[src/rtl/lfsr_seq_gen_if.sv]
// Handshake bundle between the LFSR sequence generator and its seed source / consumer.
// The master side offers seeds and accepts output words; the slave side is the generator.
interface lfsr_seq_gen_if #(
    parameter int WIDTH = 4
);
    logic             seed_valid;
    logic [WIDTH-1:0] seed;
    logic             seed_ready;
    logic             seed_err;
    logic             out_ready;
    logic             out_valid;
    logic [WIDTH-1:0] out_data;
    logic             out_bit;
    logic             wrap;
    logic [WIDTH-1:0] period;

    modport master (
        output seed_valid, seed, out_ready,
        input  seed_ready, seed_err, out_valid, out_data, out_bit, wrap, period
    );

    modport slave (
        input  seed_valid, seed, out_ready,
        output seed_ready, seed_err, out_valid, out_data, out_bit, wrap, period
    );
endinterface

[src/rtl/lfsr_seq_gen.sv]
// Fibonacci LFSR register stage with seed load, valid/ready output streaming
// and period tracking (wrap pulse when the state returns to the loaded seed).
module lfsr_seq_gen #(
    parameter int               WIDTH = 4,
    parameter logic [WIDTH-1:0] TAPS  = 4'b1100
) (
    input  logic          clk,
    input  logic          rst_n,
    lfsr_seq_gen_if.slave bus
);

    typedef enum logic [0:0] {
        IDLE = 1'b0,
        RUN  = 1'b1
    } fsm_t;

    fsm_t             fsm_reg;
    logic [WIDTH-1:0] state_reg;
    logic [WIDTH-1:0] seed_reg;
    logic [WIDTH-1:0] step_cnt_reg;
    logic [WIDTH-1:0] period_reg;
    logic             out_valid_reg;
    logic             wrap_reg;
    logic             seed_err_reg;

    logic             feedback;
    logic [WIDTH-1:0] shift_next;
    logic [WIDTH-1:0] seed_fixed;
    logic             step_fire;

    // Shift network: bit gi takes bit gi-1, bit 0 takes the tap parity.
    assign feedback      = ^(state_reg & TAPS);
    assign shift_next[0] = feedback;
    for (genvar gi = 1; gi < WIDTH; gi++) begin : g_shift
        assign shift_next[gi] = state_reg[gi-1];
    end

    // An all-zero seed would lock the register up, so it is replaced by 1.
    assign seed_fixed = (bus.seed == '0) ? WIDTH'(1) : bus.seed;
    assign step_fire  = (fsm_reg == RUN) && out_valid_reg && bus.out_ready;

    // Sequencer: seed load has priority over a step; wrap and seed_err are one-cycle pulses.
    always_ff @(posedge clk) begin
        if (!rst_n) begin
            fsm_reg       <= IDLE;
            state_reg     <= '0;
            seed_reg      <= '0;
            step_cnt_reg  <= '0;
            period_reg    <= '0;
            out_valid_reg <= 1'b0;
            wrap_reg      <= 1'b0;
            seed_err_reg  <= 1'b0;
        end else begin
            wrap_reg     <= 1'b0;
            seed_err_reg <= 1'b0;
            case (fsm_reg)
                IDLE: begin
                    if (bus.seed_valid) begin
                        fsm_reg       <= RUN;
                        state_reg     <= seed_fixed;
                        seed_reg      <= seed_fixed;
                        step_cnt_reg  <= '0;
                        out_valid_reg <= 1'b1;
                        seed_err_reg  <= (bus.seed == '0);
                    end
                end
                RUN: begin
                    if (bus.seed_valid) begin
                        // A concurrent step still counts as a transfer, but the
                        // register takes the new seed and no wrap is reported.
                        state_reg     <= seed_fixed;
                        seed_reg      <= seed_fixed;
                        step_cnt_reg  <= '0;
                        out_valid_reg <= 1'b1;
                        seed_err_reg  <= (bus.seed == '0);
                    end else if (step_fire) begin
                        state_reg <= shift_next;
                        if (shift_next == seed_reg) begin
                            wrap_reg     <= 1'b1;
                            period_reg   <= step_cnt_reg + WIDTH'(1);
                            step_cnt_reg <= '0;
                        end else begin
                            step_cnt_reg <= step_cnt_reg + WIDTH'(1);
                        end
                    end
                end
                default: fsm_reg <= IDLE;
            endcase
        end
    end

    // Every output comes straight from a register; no input reaches an output combinationally.
    assign bus.seed_ready = 1'b1;
    assign bus.seed_err   = seed_err_reg;
    assign bus.out_valid  = out_valid_reg;
    assign bus.out_data   = state_reg;
    assign bus.out_bit    = state_reg[WIDTH-1];
    assign bus.wrap       = wrap_reg;
    assign bus.period     = period_reg;

endmodule

[src/flat_wrapper.sv]
// flat-port wrapper written by rule: the top's interface ports become plain ports
module lfsr_seq_gen_flat 
#(
    parameter int               WIDTH = 4,
    parameter logic [WIDTH-1:0] TAPS  = 4'b1100
)
  (clk, rst_n, bus_seed_valid, bus_seed, bus_out_ready, bus_seed_ready, bus_seed_err, bus_out_valid, bus_out_data, bus_out_bit, bus_wrap, bus_period);
  lfsr_seq_gen_if #(.WIDTH(WIDTH)) bus_i ();
  input  logic clk;
  input  logic rst_n;
  input wire logic [$bits(bus_i.seed_valid)-1:0] bus_seed_valid;
  input wire logic [$bits(bus_i.seed)-1:0] bus_seed;
  input wire logic [$bits(bus_i.out_ready)-1:0] bus_out_ready;
  output wire logic [$bits(bus_i.seed_ready)-1:0] bus_seed_ready;
  output wire logic [$bits(bus_i.seed_err)-1:0] bus_seed_err;
  output wire logic [$bits(bus_i.out_valid)-1:0] bus_out_valid;
  output wire logic [$bits(bus_i.out_data)-1:0] bus_out_data;
  output wire logic [$bits(bus_i.out_bit)-1:0] bus_out_bit;
  output wire logic [$bits(bus_i.wrap)-1:0] bus_wrap;
  output wire logic [$bits(bus_i.period)-1:0] bus_period;
  assign bus_i.seed_valid = bus_seed_valid;
  assign bus_i.seed = bus_seed;
  assign bus_i.out_ready = bus_out_ready;
  assign bus_seed_ready = bus_i.seed_ready;
  assign bus_seed_err = bus_i.seed_err;
  assign bus_out_valid = bus_i.out_valid;
  assign bus_out_data = bus_i.out_data;
  assign bus_out_bit = bus_i.out_bit;
  assign bus_wrap = bus_i.wrap;
  assign bus_period = bus_i.period;
  lfsr_seq_gen #(.WIDTH(WIDTH), .TAPS(TAPS)) u_core (.clk(clk), .rst_n(rst_n), .bus(bus_i));
endmodule
[config.mk]
export PLATFORM = sky130hd
export DESIGN_NAME = lfsr_seq_gen_flat
export DESIGN_NICKNAME = d
export VERILOG_FILES = /design/src/rtl/lfsr_seq_gen_if.sv /design/src/rtl/lfsr_seq_gen.sv /design/src/flat_wrapper.sv
export SDC_FILE = /design/constraint.sdc
export NUM_CORES = 1
export LEC_CHECK = 0
export ABC_CLOCK_PERIOD_IN_PS = 3300
export BUFFER_PORTS_ARGS = -buffer_cell sky130_fd_sc_hd__buf_4
export CORE_MARGIN = 2
export CORE_UTILIZATION = 50
export CTS_CLUSTER_DIAMETER = 30
export DETAILED_ROUTE_END_ITERATION = 6
export MAX_ROUTING_LAYER = met4
export PLACE_DENSITY = 0.75
export SKIP_LAST_GASP = 1
export SYNTH_ARGS = -nofsm -noshare
export SYNTH_HDL_FRONTEND = slang
export SYNTH_SLANG_ARGS = --single-unit
[constraint.sdc]
create_clock -name clk -period 3.3 [get_ports clk]
set_clock_uncertainty 0.15 [all_clocks]
set_input_delay 0.495 -clock clk [delete_from_list [all_inputs] [get_ports clk]]
set_output_delay 0.495 -clock clk [all_outputs]
set_load 0.005 [all_outputs]
== Word-level counts from Yosys, hierarchy flattened ==
Index checks and enable logic that the tools add are counted.
Widths: inputs -> output; s select.

* Logic and storage cells: 38
* Memories kept: 0
* Register bits after elaboration: 20
* Memory bits (read-only): 0
* Latch bits: 0
* Input bits: 8
* Output and inout port bits: 13
* RAM bits: 0

* Equal/unequal tests: 3
* $lt $le $gt $ge: 0
* Shift operators: 0
* Divide/modulo/power cells: 0
* Add/subtract/negate cells: 1
* Reductions and logical operators: 8
* Bitwise logic cells: 4
* Multiplexer cells: 14
* Multiply operators: 0

{| class="wikitable"
|+ Operator list
! cell !! number
|-
| $mux 4 || 8
|-
| $pmux 4 s2 || 2
|-
| $add 4x1->4 const B || 1
|-
| $eq 4x4->1 || 1
|-
| $logic_not 4->1 || 1
|-
| $mux 1 || 4
|-
| $not 1->1 || 4
|-
| $reduce_and 2->1 || 2
|-
| $reduce_and 4->1 || 1
|-
| $reduce_or 4->1 || 1
|-
| $reduce_xor 4->1 || 1
|-
| $ne 3x3->1 const B || 1
|-
| $logic_and 1x1->1 || 2
|-
| $ne 2x2->1 const B || 1
|}

== Depth between registers and ports, before layout ==
Gate-level depths: netlist of run 1.

* Depth after elaboration: 6
* Depth in mapped cells: 5
* Mapped depth without buffers: 4

== Worst setup path after synthesis of run 1 ==
No wires, ideal clock.

* Kind: input-to-reg
* From: in bus_seed_valid
* To: reg u_core.state_reg[0], in the netlist u_core.bus.out_data[0]
* Path buffers: 1
* Cell stages on the path: 4
* Data required time: 3.022 ns
* Setup slack: 1.489 ns
* Data arrival time: 1.533 ns
* Library setup time: 0.128 ns
* Cell sequence: buf_1 -> a31oi_1 -> mux2i_1 -> nor2_1

* Longest elaborated chain between the ends: 2
* Elaborated cells between the ends (all ways): 5
* Those cells by class: eq/ne (2); mux (2); reduce/logical (1)

{| class="wikitable"
|+ Ends and longest elaborated chain
! item !! RTL line !! source
|-
| from (decl) || flat_wrapper.sv:11 || <nowiki>input wire logic [$bits(bus_i.seed_valid)-1:0] bus_seed_valid;</nowiki>
|-
| $mux 4, or another cell as far along || lfsr_seq_gen.sv:68 || <nowiki>if (bus.seed_valid) begin</nowiki>
|-
| $pmux 4 s2 / $reduce_and 2->1 (equally long branches) || n/a ||
|-
| to (signal assigned) || lfsr_seq_gen.sv:60 || <nowiki>state_reg <= seed_fixed;</nowiki>
|-
| to (signal assigned) || lfsr_seq_gen.sv:71 || <nowiki>state_reg <= seed_fixed;</nowiki>
|-
| to (signal assigned) || lfsr_seq_gen.sv:77 || <nowiki>state_reg <= shift_next;</nowiki>
|-
| to (decl) || lfsr_seq_gen.sv:18 || <nowiki>logic [WIDTH-1:0] state_reg;</nowiki>
|}

Parallel ways exist; a longest one is shown, timed or not.
A chain may end at the register's enable or synchronous reset.

== Worst setup path in the final report of run 1 ==
* From: reg u_core.state_reg[2], in the netlist u_core.bus.out_data[2]
* To: reg u_core.step_cnt_reg[0]

* Longest elaborated chain between the ends: 6

{| class="wikitable"
|+ Ends and longest elaborated chain
! item !! RTL line !! source
|-
| $reduce_xor 4->1 || lfsr_seq_gen.sv:32 || <nowiki>assign feedback = ^(state_reg & TAPS);</nowiki>
|-
| $eq 4x4->1 * || lfsr_seq_gen.sv:78 || <nowiki>if (shift_next == seed_reg) begin</nowiki>
|-
| $mux 4 * || lfsr_seq_gen.sv:78 ||
|-
| $mux 4 * || lfsr_seq_gen.sv:76 || <nowiki>end else if (step_fire) begin</nowiki>
|-
| $mux 4 * || lfsr_seq_gen.sv:68 ||
|-
| $pmux 4 s2 * || lfsr_seq_gen.sv:56 || <nowiki>case (fsm_reg)</nowiki>
|-
| to (signal assigned) || lfsr_seq_gen.sv:83 || <nowiki>step_cnt_reg <= step_cnt_reg + WIDTH'(1);</nowiki>
|-
| to (decl) || lfsr_seq_gen.sv:20 || <nowiki>logic [WIDTH-1:0] step_cnt_reg;</nowiki>
|}

Mark *: on every way between the ends. The rest lies on a longest branch, timed or not. The select of a mux whose other input is x is not followed.

==> results.ini, run 1 <==
[outcome]
status = completed

[cells_and_area]
final_cell_count_no_fill = 135
nFillCells = 146
final_nets = 120
area_growth_pct = 21.48
layout-drive-gt1-share_pct = 24.55
multi_input_area_um2 = 459.2
layout_commonest_cell = dfxtp_1
seq_area_um2 = 400.4
n_antenna_cell = 0
utilization_pct = 63.81
layout_common_cells = 20 x dfxtp_1, 19 x buf_4, 16 x nor2_1, 7 x mux2i_1, 5 x a21oi_1

[clock_network]
clock_sinks = 20
cts.clk_slew.worst_paths_ps = 120
cts_resized = 0
numCtsBuffers = 3
cts_tree = built
cts_buffer_depth = 2
clkLatencyLatePin_ps = 310
cts-htree-levels = 1
cts-root-buf = clkbuf_4
ctsHoldBuffers = 0
post_cts_buffers = 0

[timing]
maxSlewHeadroom_pct = 40.55
grt_setup_unrepaired = no
setup_violations = 0
timing.setup.tns_ps = 0
drv_slew = 0
fin_crit_ps = 1833
fmax_mhz = 545.6
period_share_pct = 55.54
worstMarginPinSlew_ps = 887.6
hold_viol = 0

[yosys]
ys_ff_latch = 20
syn_nets = 101
avgSynthCellArea_um2 = 9.751
synth_cells = 92
netlist_area_um2 = 897.1
yosysSeqAreaShare_pct = 44.63
yosys_warnings = 0
yosysUniqueCellTypes = 30

[power]
clkPwrFrac_pct = 38.1
finalPower_uw = 536.8
peakVddDrop_v = 0.0003296
switching_share_pct = 23.48
power_frac_seq_pct = 48.5
comb_power_share_pct = 13.4
p_int_uw = 410.8
leakage_nw = 0.4621
cellPowerDensity_mw_per_mm2 = 492.5
p_sw_uw = 126.0

[route]
drt-total-wl_mm = 1.715
drtIter0Drc = 12
vias_per_cell = 5.333
drtAntennaViolNets = 0
vias = 720
wire_per_inst_um = 12.70
drc = 0
dr.pass1.iters = 4

[die]
initial_core_util_pct = 52.53
die_x_um = 46.36
placementRows = 15
die_h_um = 46.36
die-area_mm2 = 0.002149
ioPinCount = 21
coreArea_mm2 = 0.001708

[worst_setup_path]
cp_slowest_stage_delay_ps = 480
cp-end-kind = flop
critPathBufInv = 0
crit_required_ps = 3400
r2r_start = u_core.bus.out_data[2]
worst_path_max_delay_cell = dfxtp_1
start_kind = flop
crit_chain = xnor3_1 > and4_4 > or3_1 > a21oi_1
cp_top_family = simple AND/OR/NAND/NOR gates
cp_data_arrival_time_ps = 1930
path_max_fanout = 7
startpoint = u_core.bus.out_data[2]
critPathKind = flop to flop

[grt]
antenna_found_initial = 0
grt_max_degree = 16
grt_use_total_pct = 18.14
grt_overflow = 0
grt_pass1_wl_mm = 2.718
grt_pass1_vias = 637

[placed_design]
gp_congestion = 0.7752
dpl.hpwl_mm = 1.234
placed_cells = 131
portBuffers = 19

[job]
drv_cap = 0

[min_path]
min_from = bus_seed[2]
hold_class = primary input to flop

worst min-delay path, delay by kind of cell:
| family | cells | cell delay, ps |
|---|---|---|
| buffers and inverters | 1 | 90 |
| and+or+nand+nor | 1 | 70 |
| muxes | 1 | 60 |
kinds of logic after synthesis:
logic type,after synthesis,share of synthesized area (%)
AOI/OAI and AO/OA,15,11.85
xor gates and xnor gates,6,7.392
adders and majority gates,1,1.394
buffers and inverters,6,4.183
DFF,20,44.63
muxes,10,11.58
other,1,0.4180
and+or+nand+nor,33,18.55
cell type report:
cell class / count / share of cell area [%]
Timing Repair Buffer: 19 / 13.09
Tap cell: 25 / 2.870
Multi-Input combinational cell: 66 / 42.14
Sequential cell: 20 / 36.74
Clock inverter: 1 / 2.755
Clock buffer: 3 / 2.067
Inverter: 1 / 0.3444
power groups by stage:
stage / sequential [mW] / clock, mW / combinational (mW)
after floorplan: 0.264 / 0 / 0.0530
after global placement: 0.265 / 0 / 0.0713
after detailed placement: 0.266 / 0 / 0.0716
after CTS: 0.260 / 0.203 / 0.0723
after global routing: 0.262 / 0.209 / 0.0786
final: 0.260 / 0.205 / 0.0719
path summary, 6_finish.rpt:
kind | endpoint | slack, ps | depth (start not counted)
min reg2reg | u_core.bus.period[1] | 360 | 2
min | u_core.seed_reg[2] | 290 | 3
max | u_core.step_cnt_reg[0] | 1470 | 4
max reg2reg | u_core.step_cnt_reg[0] | 1470 | 4
stage by stage:
step / hold slack [ps] / instance area (um2) / setup slack, ps
2_1_floorplan: 320.1 / 897.1 / 1489
3_3_place_gp: 317.4 / 1037 / 1420
3_5_place_dp: 337.2 / 1037 / 1356
4_1_cts: 301.3 / 1090 / 1456
5_1_grt: 311.6 / 1090 / 1369
6_report: 289.5 / 1090 / 1467
routing by layer:
layer  routed length (um)  vias up  GRT usage [%]
li1                     -      362              -
met1                  874      336          24.46
met2                  756       20          27.50
met3                   63        2          2.353
met4                   21        0          6.857
met5                    0        -              -
cells in the mapped netlist:
cell type,n,area (um2)
and4b_1,2,20.02
and4_4,1,11.26
o32a_1,1,10.01
a211oi_1,3,22.52
dfxtp_1,20,400.4
xnor3_1,1,22.52
nand4_1,1,6.260
a31oi_1,1,6.260
o21ai_0,1,5.000
nor3_1,3,15.01
a32o_1,2,20.02
nand3_1,3,15.01
mux2i_1,7,70.07
inv_1,1,3.750
xnor2_1,4,35.03
buf_4,2,15.01
conb_1,1,3.750
a31o_1,1,8.760
nor2_1,16,60.06
nand2_1,2,7.510
ha_1,1,12.51
a21oi_1,5,25.02
or3_1,1,6.260
nor2b_1,1,6.260
buf_1,2,7.510
buf_6,1,11.26
xor2_1,1,8.760
nand2b_1,3,18.77
mux2_2,3,33.78
a311oi_1,1,8.760
(Power assumes the default switching activity.)
==> run 2: changes to the inputs <==
--- a/config.mk
+++ b/config.mk
@@ -5,7 +5,7 @@
 export SDC_FILE = /design/constraint.sdc
 export NUM_CORES = 1
 export LEC_CHECK = 0
-export ABC_CLOCK_PERIOD_IN_PS = 3300
+export ABC_CLOCK_PERIOD_IN_PS = 1830
 export BUFFER_PORTS_ARGS = -buffer_cell sky130_fd_sc_hd__buf_4
 export CORE_MARGIN = 2
 export CORE_UTILIZATION = 50
==> constraint.sdc (replaced) <==
create_clock -name clk -period 1.83 [get_ports clk]
set_clock_uncertainty 0.15 [all_clocks]
set_input_delay 0.2745 -clock clk [delete_from_list [all_inputs] [get_ports clk]]
set_output_delay 0.2745 -clock clk [all_outputs]
set_load 0.005 [all_outputs]
==> results.ini, run 2 (synthesis gave the netlist of run 1 again) <==
[route]
wire_per_inst_um = 12.16  ; -4.3%
drt-total-wl_mm = 1.666  ; -2.9%
drc = 0  ; unchanged
drtIter0Drc = 15  ; +3
dr.pass1.iters = 4  ; unchanged
vias = 717  ; -0.42%
vias_per_cell = 5.234  ; -1.9%
drtAntennaViolNets = 0  ; unchanged

[die]
initial_core_util_pct = 52.53  ; unchanged
placementRows = 15  ; unchanged
die_h_um = 46.36  ; unchanged
die_x_um = 46.36  ; unchanged
coreArea_mm2 = 0.001708  ; unchanged
ioPinCount = 21  ; unchanged
die-area_mm2 = 0.002149  ; unchanged

[timing]
period_share_pct = 89.11  ; +34 points
grt_setup_unrepaired = no
fin_crit_ps = 1631  ; -202.2 ps
drv_slew = 0  ; unchanged
hold_slack_ps = 80.15  ; -209.4 ps
hold_viol = 0  ; unchanged
timing.setup.tns_ps = 0  ; unchanged
fmax_mhz = 613.3  ; +12%
setup_violations = 0  ; unchanged

[min_path]
hold_class = primary input to flop
worstHoldPathCells = 3  ; unchanged

[worst_setup_path]
rr_worst_depth = 4  ; unchanged
startpoint = u_core.bus.out_data[2]
r2r_slack_ps = 200  ; -1270 ps
crit_end = u_core.step_cnt_reg[0]
crit_required_ps = 1910  ; -1490 ps
r2r_start = u_core.bus.out_data[2]
path_max_fanout = 7  ; unchanged
cp_data_arrival_time_ps = 1710  ; -220 ps
critPathKind = flop to flop
start_kind = flop
cp-end-kind = flop
r2r-end = u_core.step_cnt_reg[0]

[power]
cellPowerDensity_mw_per_mm2 = 780.6  ; +58%
finalPower_uw = 849.7  ; +58%
peakVddDrop_v = 0.0005722  ; +74%
leakage_nw = 0.4653  ; +0.68%

[placed_design]
portBuffers = 19  ; unchanged
dpl.hpwl_mm = 1.227  ; -0.53%
gp_congestion = 0.8360  ; +7.8%

[clock_network]
ctsHoldBuffers = 0  ; unchanged
post_cts_buffers = 0  ; unchanged
cts_resized = 0  ; unchanged
numCtsBuffers = 3  ; unchanged
clkLatencyLatePin_ps = 290  ; -20 ps
cts-htree-levels = 1  ; unchanged
cts-root-buf = clkbuf_4
cts_tree = built
cts.clk_slew.worst_paths_ps = 110  ; about the same
clock_sinks = 20  ; unchanged
cts_buffer_depth = 2  ; unchanged

[grt]
antenna_found_initial = 0  ; unchanged
grt_pass1_vias = 636  ; -0.16%
grt_use_total_pct = 18.45  ; +0.31 points
grt_max_degree = 16  ; unchanged
grt_overflow = 0  ; unchanged
grt_pass1_wl_mm = 2.787  ; +2.5%

[cells_and_area]
layout_commonest_cell = buf_4
utilization_pct = 63.74  ; -0.073 points
layout_common_cells = 21 x buf_4, 20 x dfxtp_1, 16 x nor2_1, 7 x mux2i_1, 5 x a21oi_1
final_nets = 122  ; +1.7%
n_antenna_cell = 0  ; unchanged
area_growth_pct = 21.34
layout-drive-gt1-share_pct = 25.89  ; +1.3 points
nFillCells = 141  ; -3.4%

[outcome]
status = completed

[job]
drv_cap = 0  ; unchanged

[run 2: how the worst min path moves through the flow]
stage                               from                      to  slack, ps
floorplan                          rst_n  u_core.step_cnt_reg[2]        270
global placement    u_core.bus.period[1]    u_core.bus.period[1]        330
detailed placement  u_core.bus.period[1]    u_core.bus.period[1]        340
CTS                          bus_seed[3]      u_core.seed_reg[3]         70
global route                 bus_seed[2]      u_core.seed_reg[2]         90
finish                       bus_seed[1]      u_core.seed_reg[1]         80
[run 2: where the power goes]
part,internal [mW],switching (mW)
Clock,0.121,0.128
Combinational,0.0707,0.0629
Sequential,0.452,0.0148
[run 2: cell type report]
type | instances | area (um2) | share of cell area [%]
clock buffer | 4 | 36.28 | 3.333
inverter | 1 | 3.754 | 0.3448
multi-input combinational | 66 | 459.2 | 42.18
sequential | 20 | 400.4 | 36.78
tap | 25 | 31.28 | 2.874
timing repair buffer | 21 | 157.7 | 14.48
[run 2: stage by stage]
stage / instance area, um2 / worst slack, ps / cells
2_1_floorplan: 897.1 / 39.24 / 92
3_3_place_gp: 1052 / 253.0 / 133
3_5_place_dp: 1052 / 217.9 / 133
4_1_cts: 1089 / 190.9 / 137
5_1_grt: 1089 / 140.1 / 137
6_report: 1089 / 199.4 / 137
[run 2: critical path: stages (launching register included)]
cell     delay [ps]
dfxtp_1         350
xnor3_1         400
and4_4          230
or3_1           300
a21oi_1         130
[run 2: per-layer routing]
layer | vias up | track usage (%) | part of all wire [%]
met5 | - | - | 0
met3 | 2 | 3.529 | 4.3
met2 | 18 | 25.00 | 46
li1 | 373 | - | -
met1 | 324 | 26.63 | 48
met4 | 0 | 7.429 | 0.84
